<file path="src/rtl/pll_lock_mgr.sv">
// PLL reset sequencer: holds the PLL in reset, qualifies LOCK with retries,
// releases downstream domain resets in a staggered order and drives phase steps.
module pll_lock_mgr #(
  parameter int NUM_OUT          = 3,
  parameter int RST_HOLD_CYC     = 64,
  parameter int LOCK_STABLE_CYC  = 1024,
  parameter int LOCK_TIMEOUT_CYC = 50000,
  parameter int MAX_RETRY        = 4,
  parameter int RELEASE_GAP      = 16,
  parameter int PS_SETTLE_CYC    = 8
) (
  input  logic               clk,
  input  logic               rst_n,
  input  logic               pll_lock,
  input  logic               restart,
  input  logic               ps_req,
  input  logic [2:0]         ps_sel,
  input  logic               ps_dir,
  output logic               pll_rst,
  output logic               rstodiv,
  output logic [NUM_OUT-1:0] rst_out_n,
  output logic [2:0]         phase_sel,
  output logic               phase_dir,
  output logic               phase_step_n,
  output logic               ps_busy,
  output logic               ps_done,
  output logic               locked,
  output logic               fail,
  output logic [3:0]         retry_cnt,
  output logic [7:0]         loss_cnt
);
  localparam int HW = $clog2(RST_HOLD_CYC + 1);
  localparam int SW = $clog2(LOCK_STABLE_CYC + 1);
  localparam int WW = $clog2(LOCK_TIMEOUT_CYC + 1);
  localparam int GW = $clog2(RELEASE_GAP + 1);
  localparam int STAGES = PS_SETTLE_CYC + 3;
  localparam logic [HW-1:0] HOLD_LAST   = HW'(RST_HOLD_CYC - 1);
  localparam logic [SW-1:0] STABLE_LAST = SW'(LOCK_STABLE_CYC - 1);
  localparam logic [WW-1:0] WAIT_LAST   = WW'(LOCK_TIMEOUT_CYC - 1);
  localparam logic [GW-1:0] GAP_LAST    = GW'(RELEASE_GAP - 1);
  localparam logic [3:0]    RETRY_LAST  = 4'(MAX_RETRY - 1);

  typedef enum logic [2:0] {S_RST, S_WAIT, S_REL, S_RUN, S_FAIL} state_t;
  typedef struct packed {
    logic [2:0] sel;
    logic       dir;
  } ps_cmd_t;

  state_t          state, state_d;
  logic            lock_s1, lock_sync, lock_prev;
  logic [HW-1:0]   hold_cnt;
  logic [SW-1:0]   stable_cnt;
  logic [WW-1:0]   wait_cnt;
  logic [GW-1:0]   gap_cnt;
  logic            loss_ev, abort, retry_inc, accept;
  logic [STAGES:0] vld_pipe;
  logic [NUM_OUT:0] rel_shift;
  ps_cmd_t         cmd;

  always_ff @(posedge clk or negedge rst_n) begin
    if (!rst_n) begin
      lock_s1   <= 1'b0;
      lock_sync <= 1'b0;
      lock_prev <= 1'b0;
    end else begin
      lock_s1   <= pll_lock;
      lock_sync <= lock_s1;
      lock_prev <= lock_sync;
    end
  end

  always_ff @(posedge clk or negedge rst_n) begin
    if (!rst_n) state <= S_RST;
    else        state <= state_d;
  end

  always_comb begin
    state_d   = state;
    loss_ev   = 1'b0;
    abort     = 1'b0;
    retry_inc = 1'b0;
    case (state)
      S_RST:  if (hold_cnt == HOLD_LAST) state_d = S_WAIT;
      S_WAIT: begin
        if (lock_sync && stable_cnt == STABLE_LAST) state_d = S_REL;
        else if (wait_cnt == WAIT_LAST) begin
          retry_inc = 1'b1;
          state_d   = (retry_cnt == RETRY_LAST) ? S_FAIL : S_RST;
        end
      end
      S_REL, S_RUN: begin
        // two consecutive low samples filter single-cycle LOCK glitches
        loss_ev = !lock_sync && !lock_prev;
        abort   = loss_ev || restart;
        if (abort) state_d = S_RST;
        else if (state == S_REL && rst_out_n[NUM_OUT-1]) state_d = S_RUN;
      end
      S_FAIL: if (restart) state_d = S_RST;
      default: state_d = S_RST;
    endcase
  end

  assign rel_shift = {rst_out_n, 1'b1};

  always_ff @(posedge clk or negedge rst_n) begin
    if (!rst_n) begin
      hold_cnt   <= '0;
      stable_cnt <= '0;
      wait_cnt   <= '0;
      gap_cnt    <= '0;
      rst_out_n  <= '0;
      retry_cnt  <= '0;
      loss_cnt   <= '0;
    end else begin
      if (state_d != state) begin
        hold_cnt   <= '0;
        stable_cnt <= '0;
        wait_cnt   <= '0;
        gap_cnt    <= '0;
      end else begin
        case (state)
          S_RST:  hold_cnt <= hold_cnt + HW'(1);
          S_WAIT: begin
            wait_cnt   <= wait_cnt + WW'(1);
            stable_cnt <= lock_sync ? stable_cnt + SW'(1) : '0;
          end
          S_REL:  gap_cnt <= (gap_cnt == GAP_LAST) ? '0 : gap_cnt + GW'(1);
          default: ;
        endcase
      end

      if (state_d != S_REL && state_d != S_RUN)
        rst_out_n <= '0;
      else if (state == S_WAIT)
        rst_out_n <= NUM_OUT'(1);
      else if (state == S_REL && gap_cnt == GAP_LAST && !rst_out_n[NUM_OUT-1])
        rst_out_n <= rel_shift[NUM_OUT-1:0];

      if (abort || (state == S_FAIL && restart)) retry_cnt <= '0;
      else if (retry_inc)                        retry_cnt <= retry_cnt + 4'd1;

      if (loss_ev && loss_cnt != 8'hFF) loss_cnt <= loss_cnt + 8'd1;
    end
  end

  // vld_pipe[k] is high k+1 cycles after accept; the step pulse spans stages 1..2
  assign accept = (state == S_RUN) && !abort && ps_req && !ps_busy;

  always_ff @(posedge clk or negedge rst_n) begin
    if (!rst_n) begin
      vld_pipe <= '0;
      cmd      <= '0;
    end else begin
      vld_pipe <= abort ? '0 : {vld_pipe[STAGES-1:0], accept};
      if (accept) cmd <= '{sel: ps_sel, dir: ps_dir};
    end
  end

  assign phase_sel    = cmd.sel;
  assign phase_dir    = cmd.dir;
  assign phase_step_n = !(vld_pipe[1] || vld_pipe[2]);
  assign ps_busy      = |vld_pipe[STAGES-1:0];
  assign ps_done      = vld_pipe[STAGES] && !abort;
  assign pll_rst      = (state == S_RST) || (state == S_FAIL);
  assign rstodiv      = pll_rst;
  assign locked       = (state == S_RUN);
  assign fail         = (state == S_FAIL);
endmodule

</file>
<file path="config.mk">
export PLATFORM = sky130hd
export DESIGN_NAME = pll_lock_mgr
export DESIGN_NICKNAME = d
export VERILOG_FILES = /design/src/rtl/pll_lock_mgr.sv
export SDC_FILE = /design/constraint.sdc
export NUM_CORES = 1
export LEC_CHECK = 0
export BUFFER_PORTS_ARGS = -buffer_cell sky130_fd_sc_hd__buf_2
export CAP_MARGIN = 20
export CORE_MARGIN = 3
export CORE_UTILIZATION = 60
export CTS_BUF_LIST = sky130_fd_sc_hd__clkbuf_8
export CTS_CLUSTER_DIAMETER = 30
export DETAILED_ROUTE_END_ITERATION = 8
export PLACE_DENSITY = 0.8
export SLEW_MARGIN = 15
export SYNTH_ARGS = -nofsm -noshare
export SYNTH_HDL_FRONTEND = slang
export SYNTH_SLANG_ARGS = --single-unit
</file>
<file path="constraint.sdc">
create_clock -name clk -period 3.05 [get_ports clk]
set_clock_uncertainty 0.05 [all_clocks]
set_input_delay 0 -clock clk [delete_from_list [all_inputs] [get_ports clk]]
set_output_delay 0 -clock clk [all_outputs]
set_load 0.005 [all_outputs]
</file>
==> impl_results.md <==
* Crit path to: wait_cnt[4]
* Endpoint class of the critical path: flip-flop
* Max stage delay on crit path at 0.54 ns
* Final hold violation count at 0
* Layout cells sized above 1 at 16.4%
* WP data arrival at 2.68 ns
* Minimum hold slack at 0.258 ns
* Most used flip-flop cell after synthesis: dfrtp_1
* Synth unique cells at 45
* Die Width at 82.8 µm
* Top achievable clock speed at 0.399 GHz
* Worst EP required at 3.23 ns
* Number of DRC markers in iteration 0 at 118
* GRT Util Overall at 23.7%
* N_diodes at 0
* TritonCTS clock tree: yes
* Delay-heaviest family, CP: simple AND/OR/NAND/NOR gates
* Pwr Total at 0.00184 W
* Critical-path top delay cell: or4b_1
* Levels on crit path at 6
* Status: completed
* Sequential share of the synthesized area at 53.8%
* Post-Synthesis Cells at 340
* Ys async rst share at 100%
* Fin crit period at 2.51 ns
* Worst Reg-to-Reg Cells at 6
* CORE AREA at 5610 µm²
* Maximum vdd drop at 302 µV
* EDFF count, synth at 0
* Largest net degree at the start of global routing at 77
* Vias in the first global route at 2699
* Setup violators final at 0
* Post-Syn Area per Cell at 10.4 µm²
* Post-Syn Area at 3530 µm²
* DRC viols at 0
* Die Y at 82.8 µm
* Initial antenna violation count at 0
* First-pass GRT wire length at 12300 µm
* Worst slew margin at 38.9%
* Num CTS Buffers at 9
* Inst Count DP at 439
* Worst setup margin at 0.544 ns
* Root Buffer: clkbuf_8
* R2r endpoint: wait_cnt[4]
* Crit-path max FO at 23
* FF+latch count, synth at 76
* Vias at 2611
* Setup TNS at 0 ns
* Lkg Pwr at 1.97 nW
* P per Cell Area at 452 nW/µm²
* Count of final max-slew check failures at 0
* R2r setup slk at 0.54 ns
* PortBufs at 34
* Nets at 401
* Synthesis-to-finish area growth at 14.9%
* CTS H-tree depth at 3
* Post-CTS sizing at 0
* Routed wire length at 7020 µm
* Filler cells at 431
* Syn. warnings at 0
* Top-Level Pins at 35
* DP Worst Slack at 0.565 ns
* Syn Nets at 355
* Gpl congestion at 0.818
* WS Path Type: reg2reg
* ANT nets after route at 0
* Row cnt at 27
* Clk_lat worst skew at 0.34 ns
* Initial core utilization at 63.0%
* Final Non-Filler Cells at 463
* R2r startpoint: wait_cnt[5]
* Unrepaired setup endpoints after global routing: no
* Detailed placement HPWL at 4560 µm
* Actual slew at the worst max-slew pin at 0.917 ns
* WL per Instance at 15.2 µm
* Vias/cell at 5.64
* Period Utilization, post-route at 82.2%
* Sinks on Clock Net at 76
* Worst-path cell chain: or4b_1, or4_1, a22o_1, o211ai_2, buf_4, nor2_1
* CP Launch Point: wait_cnt[5]
* Worst min path class: in2async
* Clk slew on worst S/H paths at 0.08 ns
* Buf/Inv on CP at 1
* Max-Cap Viols at 0
* Grt total ovfl at 0
* Drt pass-1 iters at 4
* Die area at 6850 µm²
* CP Launch Type: flip-flop
* Max Buffers Root-to-Sink at 2
-- placed cells by master, fill, tap and decap left out, types with 3 or more instances in the layout --
cell type	synthesis	final
dfrtp_1	76	76
nor2_1	49	49
buf_2	2	33
nand2_1	27	27
xor2_1	21	21
xnor2_1	18	18
and2_1	17	17
nor3_1	15	15
nand4_1	14	14
nand3_1	14	14
clkbuf_8	0	10
a21oi_1	8	8
dlygate4sd3_1	0	8
inv_1	6	6
mux2_2	6	6
ha_1	6	6
and3_1	5	5
buf_4	2	5
and4_1	4	4
nor4_1	4	4
nor3b_1	5	4
a31oi_1	3	3
o21ai_0	3	3
clkinvlp_4	0	3
-- worst min-delay path by stage --
stage	start	endpoint	slack, ns	depth (start not counted)
2_1_floorplan	rst_n	gap_cnt[0]	-0.35	0
6_report	rst_n	gap_cnt[2]	0.26	2
3_3_place_gp	pll_lock	lock_s1	0.06	1
3_5_place_dp	pll_lock	lock_s1	0.06	1
5_1_grt	pll_lock	lock_s1	0.26	2
4_1_cts	pll_lock	lock_s1	0.24	2
-- report_power, final --
group          internal (W)  switching (W)
sequential          0.00101     0.00000220
combinational     0.0000121      0.0000240
clock              0.000406       0.000383
-- sequential cells by signal (all words and copies together) (netlist names) --
name        flops
wait_cnt       16
vld_pipe       12
stable_cnt     11
loss_cnt        8
hold_cnt        7
gap_cnt         5
retry_cnt       4
phase_sel       3
rst_out_n       3
state           3
lock_prev       1
lock_s1         1
lock_sync       1
phase_dir       1
-- per-stage QoR --
step	cell area (µm²)	utilization (%)
2_1_floorplan	3530	-
6_report	4060	72.4
5_1_grt	4060	72.4
4_1_cts	4060	72.4
3_3_place_gp	3770	67.3
3_5_place_dp	3770	67.3
-- per-layer routing --
layer / track usage [%] / wire length, µm / share of wire [%] / vias up
met3: 5.75 / 389 / 5.5 / 11
li1: - / - / - / 1270
met5: 0 / 0 / 0 / -
met1: 31.4 / 3100 / 44 / 1255
met2: 36.7 / 3410 / 49 / 75
met4: 11.4 / 122 / 1.7 / 0
-- synthesized netlist by cell type (2+ instances only) --
cell / count / area share (%)
a21oi_1: 8 / 1.1
a22oi_1: 2 / 0.42
a31oi_1: 3 / 0.53
and2_1: 17 / 3.0
and3_1: 5 / 0.88
and4_1: 4 / 0.99
and4b_1: 2 / 0.57
buf_2: 2 / 0.28
buf_4: 2 / 0.42
clkbuf_1: 6 / 0.64
dfrtp_1: 76 / 54
ha_1: 6 / 2.1
inv_1: 6 / 0.64
mux2_2: 6 / 1.9
mux2i_1: 2 / 0.57
nand2_1: 27 / 2.9
nand2b_1: 2 / 0.35
nand3_1: 14 / 2.0
nand4_1: 14 / 2.5
nor2_1: 49 / 5.2
nor3_1: 15 / 2.1
nor3b_1: 5 / 1.1
nor4_1: 4 / 0.71
o21ai_0: 3 / 0.42
or3_1: 2 / 0.35
or4_1: 2 / 0.42
xnor2_1: 18 / 4.5
xor2_1: 21 / 5.2
-- cell type report --
class	instances	area, µm²	share of cell area, %
multi-input cells	247	1560	38.3
clock buffers	10	138	3.39
clock inverters	6	70.1	1.73
repair buffers	46	283	6.96
inverters	6	22.5	0.555
well taps	72	90.1	2.22
flip-flops and latches	76	1900	46.8
-- repair_timing --
item                                   in CTS  in global routing
setup buffers                               0                  0
endpoints found under the hold margin      83                  0
hold buffers                                8                  0
-- kinds of logic (layout without fill, tap and decap cells) --
| group | count (synthesis) | count (layout) | share of synthesized area [%] |
|---|---|---|---|
| and+or+nand+nor | 168 | 168 | 24.4 |
| DFF | 76 | 76 | 53.8 |
| AOI/OAI and AO/OA | 26 | 26 | 5.27 |
| buffers and inverters | 17 | 68 | 2.30 |
| adders and majority gates | 6 | 6 | 2.12 |
| muxes | 8 | 8 | 2.48 |
| xor gates and xnor gates | 39 | 39 | 9.66 |
(Power assumes the default switching activity.)
